===== config.mk =====
export PLATFORM = sky130hd
export DESIGN_NAME = load_store_unit
export DESIGN_NICKNAME = d
export VERILOG_FILES = /design/src/rtl/lsu_pkg.sv /design/src/rtl/lsu_lane_mux.sv /design/src/rtl/load_store_unit.sv
export SDC_FILE = /design/constraint.sdc
export NUM_CORES = 1
export LEC_CHECK = 0
export BUFFER_PORTS_ARGS = -buffer_cell sky130_fd_sc_hd__buf_2
export CAP_MARGIN = 20
export CORE_MARGIN = 4
export CORE_UTILIZATION = 40
export DETAILED_ROUTE_END_ITERATION = 8
export PLACE_DENSITY = 0.62
export SLEW_MARGIN = 5
export SYNTH_ARGS = -nofsm -noshare
export SYNTH_HDL_FRONTEND = slang
export SYNTH_SLANG_ARGS = --single-unit

===== constraint.sdc =====
create_clock -name clk -period 3.5 [get_ports clk]
set_input_delay 0.35 -clock clk [delete_from_list [all_inputs] [get_ports clk]]
set_output_delay 0.35 -clock clk [all_outputs]
set_load 0.01 [all_outputs]

===== src/rtl/lsu_pkg.sv =====
// Shared types and constants for the load/store unit: FSM states,
// access-size encodings and byte-lane identifiers.
package lsu_pkg;

  typedef enum logic [1:0] {
    ST_IDLE   = 2'd0,
    ST_ACCESS = 2'd1,
    ST_WRITE  = 2'd2,
    ST_RESP   = 2'd3
  } lsu_state_e;

  localparam logic SIZE_BYTE = 1'b0;
  localparam logic SIZE_HALF = 1'b1;

  localparam logic LANE_LO = 1'b0;
  localparam logic LANE_HI = 1'b1;

endpackage


===== src/rtl/lsu_lane_mux.sv =====
// Little-endian byte-lane steering: extracts/extends load data from a
// 16-bit word and merges a store byte into a captured word.
module lsu_lane_mux
  import lsu_pkg::*;
(
  input  logic [15:0] word_i,
  input  logic        lane_i,
  input  logic        size_i,
  input  logic        signed_i,
  input  logic [7:0]  store_byte_i,
  output logic [15:0] load_data_o,
  output logic [15:0] merged_o
);

  logic [7:0] lane_byte;

  assign lane_byte = (lane_i == LANE_HI) ? word_i[15:8] : word_i[7:0];

  always_comb begin
    load_data_o = word_i;
    if (size_i == SIZE_BYTE) begin
      load_data_o = {(signed_i && lane_byte[7]) ? 8'hFF : 8'h00, lane_byte};
    end
  end

  assign merged_o = (lane_i == LANE_HI) ? {store_byte_i, word_i[7:0]}
                                        : {word_i[15:8], store_byte_i};

endmodule


===== src/rtl/load_store_unit.sv =====
// Data-memory initiator: one outstanding load/store at a time, byte stores
// done as read-modify-write, misaligned halfwords answered with an error.
module load_store_unit
  import lsu_pkg::*;
#(
  parameter int DATA_W = 16,
  parameter int ADDR_W = 16
) (
  input  logic              clk,
  input  logic              rst_n,
  input  logic              req_valid,
  output logic              req_ready,
  input  logic              req_we,
  input  logic              req_size,
  input  logic              req_signed,
  input  logic [ADDR_W-1:0] req_addr,
  input  logic [DATA_W-1:0] req_wdata,
  output logic              resp_valid,
  input  logic              resp_ready,
  output logic [DATA_W-1:0] resp_rdata,
  output logic              resp_err,
  output logic [ADDR_W-1:0] mem_acess_addr,
  output logic [DATA_W-1:0] mem_write_data,
  output logic              mem_write_en,
  output logic              mem_read,
  input  logic [DATA_W-1:0] mem_read_data
);

  lsu_state_e        state_q, state_d;
  logic              we_q, we_d;
  logic              size_q, size_d;
  logic              signed_q, signed_d;
  logic [ADDR_W-1:0] addr_q, addr_d;
  logic [DATA_W-1:0] wdata_q, wdata_d;
  logic [DATA_W-1:0] word_q, word_d;
  logic [DATA_W-1:0] rdata_q, rdata_d;
  logic              err_q, err_d;

  logic [DATA_W-1:0] mux_word;
  logic [DATA_W-1:0] load_data;
  logic [DATA_W-1:0] merged_word;

  // Extraction works on live read data; merging works on the captured word.
  assign mux_word = (state_q == ST_WRITE) ? word_q : mem_read_data;

  lsu_lane_mux u_lane_mux (
    .word_i       (mux_word),
    .lane_i       (addr_q[0]),
    .size_i       (size_q),
    .signed_i     (signed_q),
    .store_byte_i (wdata_q[7:0]),
    .load_data_o  (load_data),
    .merged_o     (merged_word)
  );

  always_ff @(posedge clk) begin
    if (!rst_n) begin
      state_q  <= ST_IDLE;
      we_q     <= 1'b0;
      size_q   <= 1'b0;
      signed_q <= 1'b0;
      addr_q   <= '0;
      wdata_q  <= '0;
      word_q   <= '0;
      rdata_q  <= '0;
      err_q    <= 1'b0;
    end else begin
      state_q  <= state_d;
      we_q     <= we_d;
      size_q   <= size_d;
      signed_q <= signed_d;
      addr_q   <= addr_d;
      wdata_q  <= wdata_d;
      word_q   <= word_d;
      rdata_q  <= rdata_d;
      err_q    <= err_d;
    end
  end

  always_comb begin
    state_d        = state_q;
    we_d           = we_q;
    size_d         = size_q;
    signed_d       = signed_q;
    addr_d         = addr_q;
    wdata_d        = wdata_q;
    word_d         = word_q;
    rdata_d        = rdata_q;
    err_d          = err_q;
    req_ready      = 1'b0;
    resp_valid     = 1'b0;
    mem_read       = 1'b0;
    mem_write_en   = 1'b0;
    mem_acess_addr = '0;
    mem_write_data = '0;

    unique case (state_q)
      ST_IDLE: begin
        req_ready = 1'b1;
        if (req_valid) begin
          we_d     = req_we;
          size_d   = req_size;
          signed_d = req_signed;
          addr_d   = req_addr;
          wdata_d  = req_wdata;
          rdata_d  = '0;
          err_d    = 1'b0;
          if (req_size == SIZE_HALF && req_addr[0]) begin
            err_d   = 1'b1;
            state_d = ST_RESP;
          end else begin
            state_d = ST_ACCESS;
          end
        end
      end
      ST_ACCESS: begin
        mem_acess_addr = addr_q;
        if (!we_q) begin
          mem_read = rst_n;
          rdata_d  = load_data;
          state_d  = ST_RESP;
        end else if (size_q == SIZE_HALF) begin
          mem_write_en   = rst_n;
          mem_write_data = wdata_q;
          state_d        = ST_RESP;
        end else begin
          mem_read = rst_n;
          word_d   = mem_read_data;
          state_d  = ST_WRITE;
        end
      end
      ST_WRITE: begin
        mem_acess_addr = addr_q;
        mem_write_en   = rst_n;
        mem_write_data = merged_word;
        state_d        = ST_RESP;
      end
      ST_RESP: begin
        resp_valid = 1'b1;
        if (resp_ready) state_d = ST_IDLE;
      end
      default: state_d = ST_IDLE;
    endcase
  end

  assign resp_rdata = rdata_q;
  assign resp_err   = err_q;

endmodule


-- Word level (Yosys, flattened, before mapping)
Cells that the tools add are included.
- register bits: 70
- input bits: 55
- word-level logic and storage cells: 52
- equality and inequality tests: 6
- mux-type cells: 27
- bitwise operators: 1
- reductions and logical operators: 9
- operators with widths (operator ; count):
    $mux W16 ; 8
    $pmux W16 S2 ; 2
    $mux W8 ; 2
    $mux W1 ; 10
    $pmux W2 S4 ; 1
    $mux W2 ; 3
    $ne A2 B2 Y1 const B ; 3
    $reduce_and A3 Y1 ; 2
    $eq A2 B2 Y1 const B ; 2
    $reduce_and A2 Y1 ; 2
    $eq A2 B1 Y1 const B ; 1
    $logic_and A1 B1 Y1 ; 2
    $logic_not A2 Y1 ; 1
    $pmux W1 S2 ; 1
    $reduce_bool A2 Y1 ; 1
    $reduce_or A2 Y1 ; 1
    $not A1 Y1 ; 1

-- Depth between registers and ports, before layout
Gate-level depths: netlist of the first run.
- word-level depth: 8
- gate-level depth with buffers: 8
- gate-level depth less buffers: 6

-- Modules after synthesis
Synthesis of the first run repeated with hierarchy kept, for this count alone.
- cells, all modules: 448
- area total of the unflattened synthesis: 3674.8 um^2
- by module, submodules not included (module ; instances ; cells an instance ; area each (um^2) ; sequential area each (um^2)):
    load_store_unit ; 1 ; 398 ; 3218.1 ; 1401.3
    lsu_lane_mux ; 1 ; 50 ; 456.7 ; 0.0

-- Least setup slack after synthesis of the first run
OpenSTA, ideal clock, no wires.
- path kind: register -> output
- start point: reg state_q[0]
- end point: out mem_write_data[0]
- data arrival time: 1507 ps
- required time: 3150 ps
- setup slack: 1643 ps
- cell stages (with the launch flop): 9
- cells stage by stage: dfxtp_1 > inv_1 > ha_1 > buf_6 > buf_6 > buf_2 > a21o_1 > a32oi_1 > nor2_1
- longest elaborated chain between the ends: 4
- elaborated cells on any way between the ends: 5
- classes of those cells: eq/ne: 2; mux: 3
- ends and longest elaborated chain (item ; line ; source):
    start: declaration ; load_store_unit.sv:29 ; lsu_state_e state_q, state_d;
    start signal: assignment ; load_store_unit.sv:68 ; state_q <= state_d;
    $eq A2 B2 Y1 ; load_store_unit.sv:44, load_store_unit.sv:97 ;
    $mux W16 ; load_store_unit.sv:44 ; assign mux_word = (state_q == ST_WRITE) ? word_q : mem_read_data;
    $mux W16 ; lsu_lane_mux.sv:26 ; assign merged_o = (lane_i == LANE_HI) ? {store_byte_i, word_i[7:0]}
    $pmux W16 S2 (*) ; load_store_unit.sv:97 ; unique case (state_q)
    end: declaration ; load_store_unit.sv:23 ; output logic [DATA_W-1:0] mem_write_data,
Mark *: on every way between the ends. The rest lies on a longest branch, timed or not.

-- Worst setup path after layout of the first run
- start point: reg state_q[0]
- end point: out mem_write_data[1]
The elaborated chain is that of the path after synthesis.

==> results of run 1 <==
==> layout make-up <==
type	count	area, sq um	share of cell area
Sequential cell	70	1400	0.330
Inverter	5	18.8	0.00442
Timing Repair Buffer	113	581	0.137
Clock inverter	4	47.5	0.0112
Multi-Input combinational cell	302	1930	0.453
Tap cell	105	131	0.0309
Clock buffer	11	141	0.0333
==> flip-flops by register name, summed over array words and instances (netlist names) <==
signal      flops
state_q         2
resp_err        1
wdata_q        16
addr_q         16
signed_q        1
size_q          1
word_q         16
we_q            1
resp_rdata     16
==> per-stage QoR <==
step / total power [mW] / instance area [sq um] / setup WS (ns)
floorplan: 1.78 / 3500 / 1.64
global placement: 2.06 / 4060 / 1.17
detailed placement: 2.08 / 4060 / 1.14
CTS: 2.72 / 4250 / 0.763
global route: 2.89 / 4250 / 0.598
finish: 2.69 / 4250 / 0.784
==> cell usage in the layout (no fill, tap or decap), drive strengths merged, types with 2 or more instances in the layout <==
master    n
dfxtp    70
a32oi    16
mux2     28
a22oi    14
buf     113
inv       4
clkinv    3
a21oi     2
clkbuf   11
a21boi   62
ha        4
nor2     19
and2     16
mux2i     2
o211ai    2
nand2   112
nand3     2
o21ai     4
nor2b     9
==> worst max-delay path by stage <==
stage / end / cells after the start / slack (ns)
detailed placement: mem_write_data[1] / 6 / 1.14
global placement: mem_write_data[12] / 5 / 1.17
global route: mem_write_data[12] / 5 / 0.60
finish: mem_write_data[1] / 6 / 0.78
CTS: mem_write_data[1] / 6 / 0.76
floorplan: mem_write_data[0] / 8 / 1.64
==> critical path, delay by kind of cell (launching register included) <==
kind,cells,cell delay [ns]
compound gates,2,0.46
flops,1,0.33
simple gates,1,0.13
buf+inv,2,0.25
fa+ha+maj,1,0.86
==> power by group through the flow <==
stage	logic, mW	clock network, mW	registers (mW)
floorplan	0.784	0	0.996
finish	1.04	0.644	1.01
global route	1.16	0.701	1.03
global placement	1.03	0	1.02
CTS	1.05	0.659	1.01
detailed placement	1.05	0	1.03
==> metal layers <==
metal | up-vias | share of wire | global-route usage
met2 | 106 | 0.45 | 0.297
met3 | 14 | 0.081 | 0.0640
met4 | 2 | 0.014 | 0.0562
li1 | 1585 | - | -
met1 | 1513 | 0.45 | 0.257
met5 | - | 0.00071 | 0
==> cells by family (layout without fill, tap and decap cells) <==
logic type	after synthesis	count (layout)	synth area share
AND/OR/NAND/NOR	163	163	0.203
AO/OA/AOI/OAI	105	105	0.231
flip-flops	70	70	0.401
buffers and inverters	36	133	0.0483
multiplexers	30	30	0.102
adder cells (fa/ha/maj)	4	4	0.0143
==> results.sh, run 1 <==
export IMPL_outcome="complete, no violations"
export IMPL_core_rowCount=33
export IMPL_p_int_mw=1.65
export IMPL_p_leak_nw=1.85
export IMPL_rsz0062_at_grt="no"
export IMPL_min_from="req_addr[6]"
export IMPL_cts_setup_buffers=0
export IMPL_grt_max_degree=73
export IMPL_wire_per_inst_um=16.1
export IMPL_cp_cell_sequence="inv_1, ha_1, a21o_1, a32oi_1, nor2_1, buf_2"
export IMPL_fmax_mhz=368
export IMPL_period_needed_ns=2.72
export IMPL_via_count=3220
export IMPL_startpoint="state_q[0]"
export IMPL_drv_slew=0
export IMPL_comb_power_share=0.386
export IMPL_ys_warn_count=0
export IMPL_ys_top_cells_by_count="112 x nand2_1, 70 x dfxtp_1, 57 x a21boi_1"
export IMPL_dieHeight_um=101
export IMPL_worst_setup_path_end_kind="primary output"
export IMPL_holdPathEnd="addr_q[6]"
export IMPL_dieArea_sq_um=10300
export IMPL_insertion_delay_ns=0.35
export IMPL_antenna_diode_count=0
export IMPL_clock_path_buffers=2
export IMPL_numCtsBuffers=9
export IMPL_ff2ff_path_depth=5
export IMPL_finalNonFillerCells=610
export IMPL_timing_slew_headroom=0.300
export IMPL_synth_edf_count=0
export IMPL_clk_pin_slew_ns=0.08
export IMPL_ys_async_sr_fraction=0
export IMPL_drtPass1Iterations=4
export IMPL_required_ns=3.15
export IMPL_slowest_delay_ns=0.86
export IMPL_groute_usage_overall=0.193
export IMPL_die_width_um=101
export IMPL_synth_ff_type="dfxtp_1"
export IMPL_hold_path_cell_count=3
export IMPL_synth_avg_cell_area_sq_um=8.57
export IMPL_hpwl_um=6990
export IMPL_drt_iter0_drc=108
export IMPL_synth_top_area_cell="dfxtp_1"
export IMPL_clock_sinks=70
export IMPL_drc=0
export IMPL_wl_um=9840
export IMPL_crit_fanout=19
export IMPL_core_area_sq_um=8340
export IMPL_final_util=0.509
export IMPL_r2r_start="state_q[0]"
export IMPL_synth_seq_area_share=0.401
export IMPL_crit_slowest_cell="ha_1"
export IMPL_grt_pass1_wl_um=15600
export IMPL_tightest_slew_ns=1.05
export IMPL_hold_viol=0
export IMPL_final_setup_viol_count=0
export IMPL_cap_violations=0
export IMPL_ys_top_cells_by_area="dfxtp_1 40%, a21boi_1 12%, nand2_1 12%"
export IMPL_switching_share=0.387
export IMPL_vias_per_cell=5.28
export IMPL_r2r_end="resp_rdata[8]"
export IMPL_io_pins=108
export IMPL_dp_cells=595
export IMPL_port_buffer_count=107
export IMPL_antenna_found_initial=1
export IMPL_ant_nets=0
export IMPL_ir_drop_uv=315
export IMPL_grt_pass1_vias=3035
export IMPL_hold_buffers=0
export IMPL_cts_resized=0
export IMPL_fillers=853
export IMPL_fin_crit_sh=0.776
export IMPL_synth_cell_area_sq_um=3500
export IMPL_hp_class="input pin to flip-flop"
export IMPL_path_class="flip-flop to primary output"
export IMPL_fin_setup_tns_ns=0
export IMPL_p_per_area_nw_per_um2=634
export IMPL_synthDistinctLibCells=36
export IMPL_place_congestion=0.806
export IMPL_synth_top_area_frac=0.401
export IMPL_ctsHtreeMaxLevel=3
export IMPL_hold_slack_ns=0.235
export IMPL_drive_above_1_share=0.307
export IMPL_power_frac_seq=0.375
export IMPL_syn2layout_area_growth_pct=21.5
export IMPL_power_frac_clock=0.239
export IMPL_synth_cells=408
export IMPL_reg2reg_setup_slack_ns=1.17
export IMPL_final_nets=560
export IMPL_cts_tree="done"
export IMPL_grt_overflow=0
export IMPL_root_buffer="clkbuf_8"
export IMPL_postSynthRegisterBits=70
export IMPL_yosysMostFrequentCell="nand2_1"
export IMPL_finalClockSkew_ns=0.0152
export IMPL_start_util=0.419
export IMPL_start_kind="flip-flop"
export IMPL_synth_nets=467
export IMPL_power_switching_mw=1.04
export IMPL_worst_ep_arrival_time_ns=2.37
Note: power is estimated with default switching activity, not from simulation.
==> run 2, diff against run 1 <==
Settings changed: PLACE_DENSITY 0.62 to 0.64.
Clock period 3.5 ns to 2.25 ns, I/O delays scaled along.
==> run 2 against run 1 <==
  * Routed wire length decreased by 0.21%
  * Register-to-register slack got worse by 0.79 ns
  * Sequential power up 53%
  * Largest power group unchanged
  * Utilization grew 1.9 points
  * Final cell count is 1.5% higher
  * Non-clock buffer count is 8 higher
  * Hold slack worse by 0.13 ns
  * Sequential cell count is the same
  * Clock-buffer cell count unchanged
  * Worst setup slack lost 0.63 ns
==> results.sh, run 2 (synthesis results as in run 1) <==
export IMPL_outcome="complete, no violations"
export IMPL_crit_fanout=12
export IMPL_wire_per_inst_um=15.9
export IMPL_dieHeight_um=101
export IMPL_r2r_start="state_q[1]"
export IMPL_wl_um=9820
export IMPL_clock_sinks=70
export IMPL_switching_share=0.364
export IMPL_hpwl_um=7200
export IMPL_grt_pass1_vias=3139
export IMPL_clk_pin_slew_ns=0.08
export IMPL_die_width_um=101
export IMPL_grt_max_degree=36
export IMPL_numCtsBuffers=9
export IMPL_tightest_slew_ns=0.614
export IMPL_cts_tree="done"
export IMPL_ant_nets=0
export IMPL_comb_power_share=0.377
export IMPL_required_ns=2.03
export IMPL_final_setup_viol_count=0
export IMPL_groute_usage_overall=0.194
export IMPL_power_switching_mw=1.66
export IMPL_fillers=793
export IMPL_insertion_delay_ns=0.34
export IMPL_port_buffer_count=107
export IMPL_worst_ep_arrival_time_ns=1.87
export IMPL_start_kind="flip-flop"
export IMPL_grt_pass1_wl_um=15600
export IMPL_final_nets=568
export IMPL_r2r_end="resp_rdata[11]"
export IMPL_p_int_mw=2.90
export IMPL_clock_path_buffers=2
export IMPL_power_frac_seq=0.341
export IMPL_drc=0
export IMPL_root_buffer="clkbuf_8"
export IMPL_rsz0062_at_grt="no"
export IMPL_setup_ws_ns=0.156
export IMPL_grt_overflow=0
export IMPL_dieArea_sq_um=10300
export IMPL_start_util=0.419
export IMPL_antenna_found_initial=0
export IMPL_drv_slew=0
export IMPL_timing_slew_headroom=0.591
export IMPL_via_count=3241
export IMPL_ir_drop_uv=656
export IMPL_period_needed_ns=2.09
export IMPL_fin_setup_tns_ns=0
export IMPL_finalClockSkew_ns=0.00761
export IMPL_io_pins=108
export IMPL_path_class="flip-flop to primary output"
export IMPL_multi_input_comb_area_sq_um=1940
export IMPL_place_congestion=0.864
export IMPL_hold_buffers=0
export IMPL_ctsHtreeMaxLevel=3
export IMPL_hold_viol=0
export IMPL_final_common_cell="nand2_1"
export IMPL_cap_violations=0
export IMPL_power_frac_clock=0.281
export IMPL_antenna_diode_count=0
export IMPL_hp_class="input pin to flip-flop"
export IMPL_core_rowCount=33
export IMPL_startpoint="addr_q[0]"
export IMPL_p_leak_nw=1.92
export IMPL_vias_per_cell=5.24
export IMPL_ff2ff_path_depth=6
export IMPL_fin_crit_sh=0.931
export IMPL_post_place_ws_ns=0.387
export IMPL_drt_iter0_drc=109
export IMPL_layout_common_cells="112 x nand2_1, 107 x buf_2, 69 x dfxtp_1"
export IMPL_p_per_area_nw_per_um2=1030
export IMPL_drive_above_1_share=0.331
export IMPL_reg2reg_setup_slack_ns=0.38
export IMPL_crit_end="mem_write_data[15]"
export IMPL_worst_setup_path_end_kind="primary output"
export IMPL_fmax_mhz=478
export IMPL_core_area_sq_um=8340
export IMPL_seqCellArea_sq_um=1400
export IMPL_drtPass1Iterations=4
export IMPL_syn2layout_area_growth_pct=25.9
run 2: changes by cell type in the layout (fill, tap and decap cells not counted), sizes merged:
cell	previous run	this run
clkinv	3	0
bufinv	1	3
clkinvlp	1	3
buf	113	121
run 2: timing repair:
action	4_1_cts	5_1_grt
setup buffers	0	0
endpoints found under the setup margin	0	14
gates resized for setup	0	5
run 2: critical path: stages (launching register included):
cell and delay (ns):
dfxtp_1 0.52, buf_4 0.26, mux2_2 0.36, a22oi_1 0.19, nor2_1 0.06, buf_2 0.14
run 2: per-stage QoR:
| step | power (mW) | instance area, sq um | utilization | hold WS (ns) | instances |
|---|---|---|---|---|---|
| after floorplan | 2.77 | 3500 | - | 0.360 | 408 |
| after global placement | 3.25 | 4130 | 0.495 | 0.437 | 603 |
| after detailed placement | 3.28 | 4130 | 0.495 | 0.444 | 603 |
| after CTS | 4.57 | 4390 | 0.526 | 0.0818 | 619 |
| after global routing | 4.85 | 4400 | 0.528 | 0.0877 | 619 |
| final | 4.55 | 4400 | 0.528 | 0.105 | 619 |
run 2: power groups by stage:
stage	clock (mW)	combinational [mW]	sequential, mW
finish	1.28	1.72	1.55
floorplan	0	1.22	1.55
detailed placement	0	1.70	1.58
CTS	1.31	1.71	1.55
global placement	0	1.68	1.57
global route	1.36	1.90	1.58
run 2: how the worst min path moves through the flow:
stage	startpoint	endpoint	slack, ns	depth (start not counted)
2_1_floorplan	req_addr[10]	addr_q[10]	0.36	2
3_3_place_gp	addr_q[8]	addr_q[8]	0.44	2
3_5_place_dp	addr_q[6]	addr_q[6]	0.44	2
4_1_cts	req_addr[5]	addr_q[5]	0.08	3
5_1_grt	req_addr[7]	addr_q[7]	0.09	3
6_report	req_addr[11]	addr_q[11]	0.10	3
run 2: cell type report:
cell class / count / area share
clock inverters: 5 / 0.0239
inverters: 5 / 0.00512
clock buffers: 11 / 0.0344
flip-flops and latches: 70 / 0.319
repair buffers: 121 / 0.148
multi-input cells: 302 / 0.440
well taps: 105 / 0.0298
run 2: layer usage:
metal / up-vias / wire, um / GRT usage / part of all wire
li1: 1599 / - / - / -
met1: 1514 / 4310 / 0.247 / 0.44
met2: 118 / 4590 / 0.315 / 0.47
met3: 10 / 856 / 0.0709 / 0.087
met4: 0 / 59 / 0.0440 / 0.0060
met5: - / 0 / 0 / 0
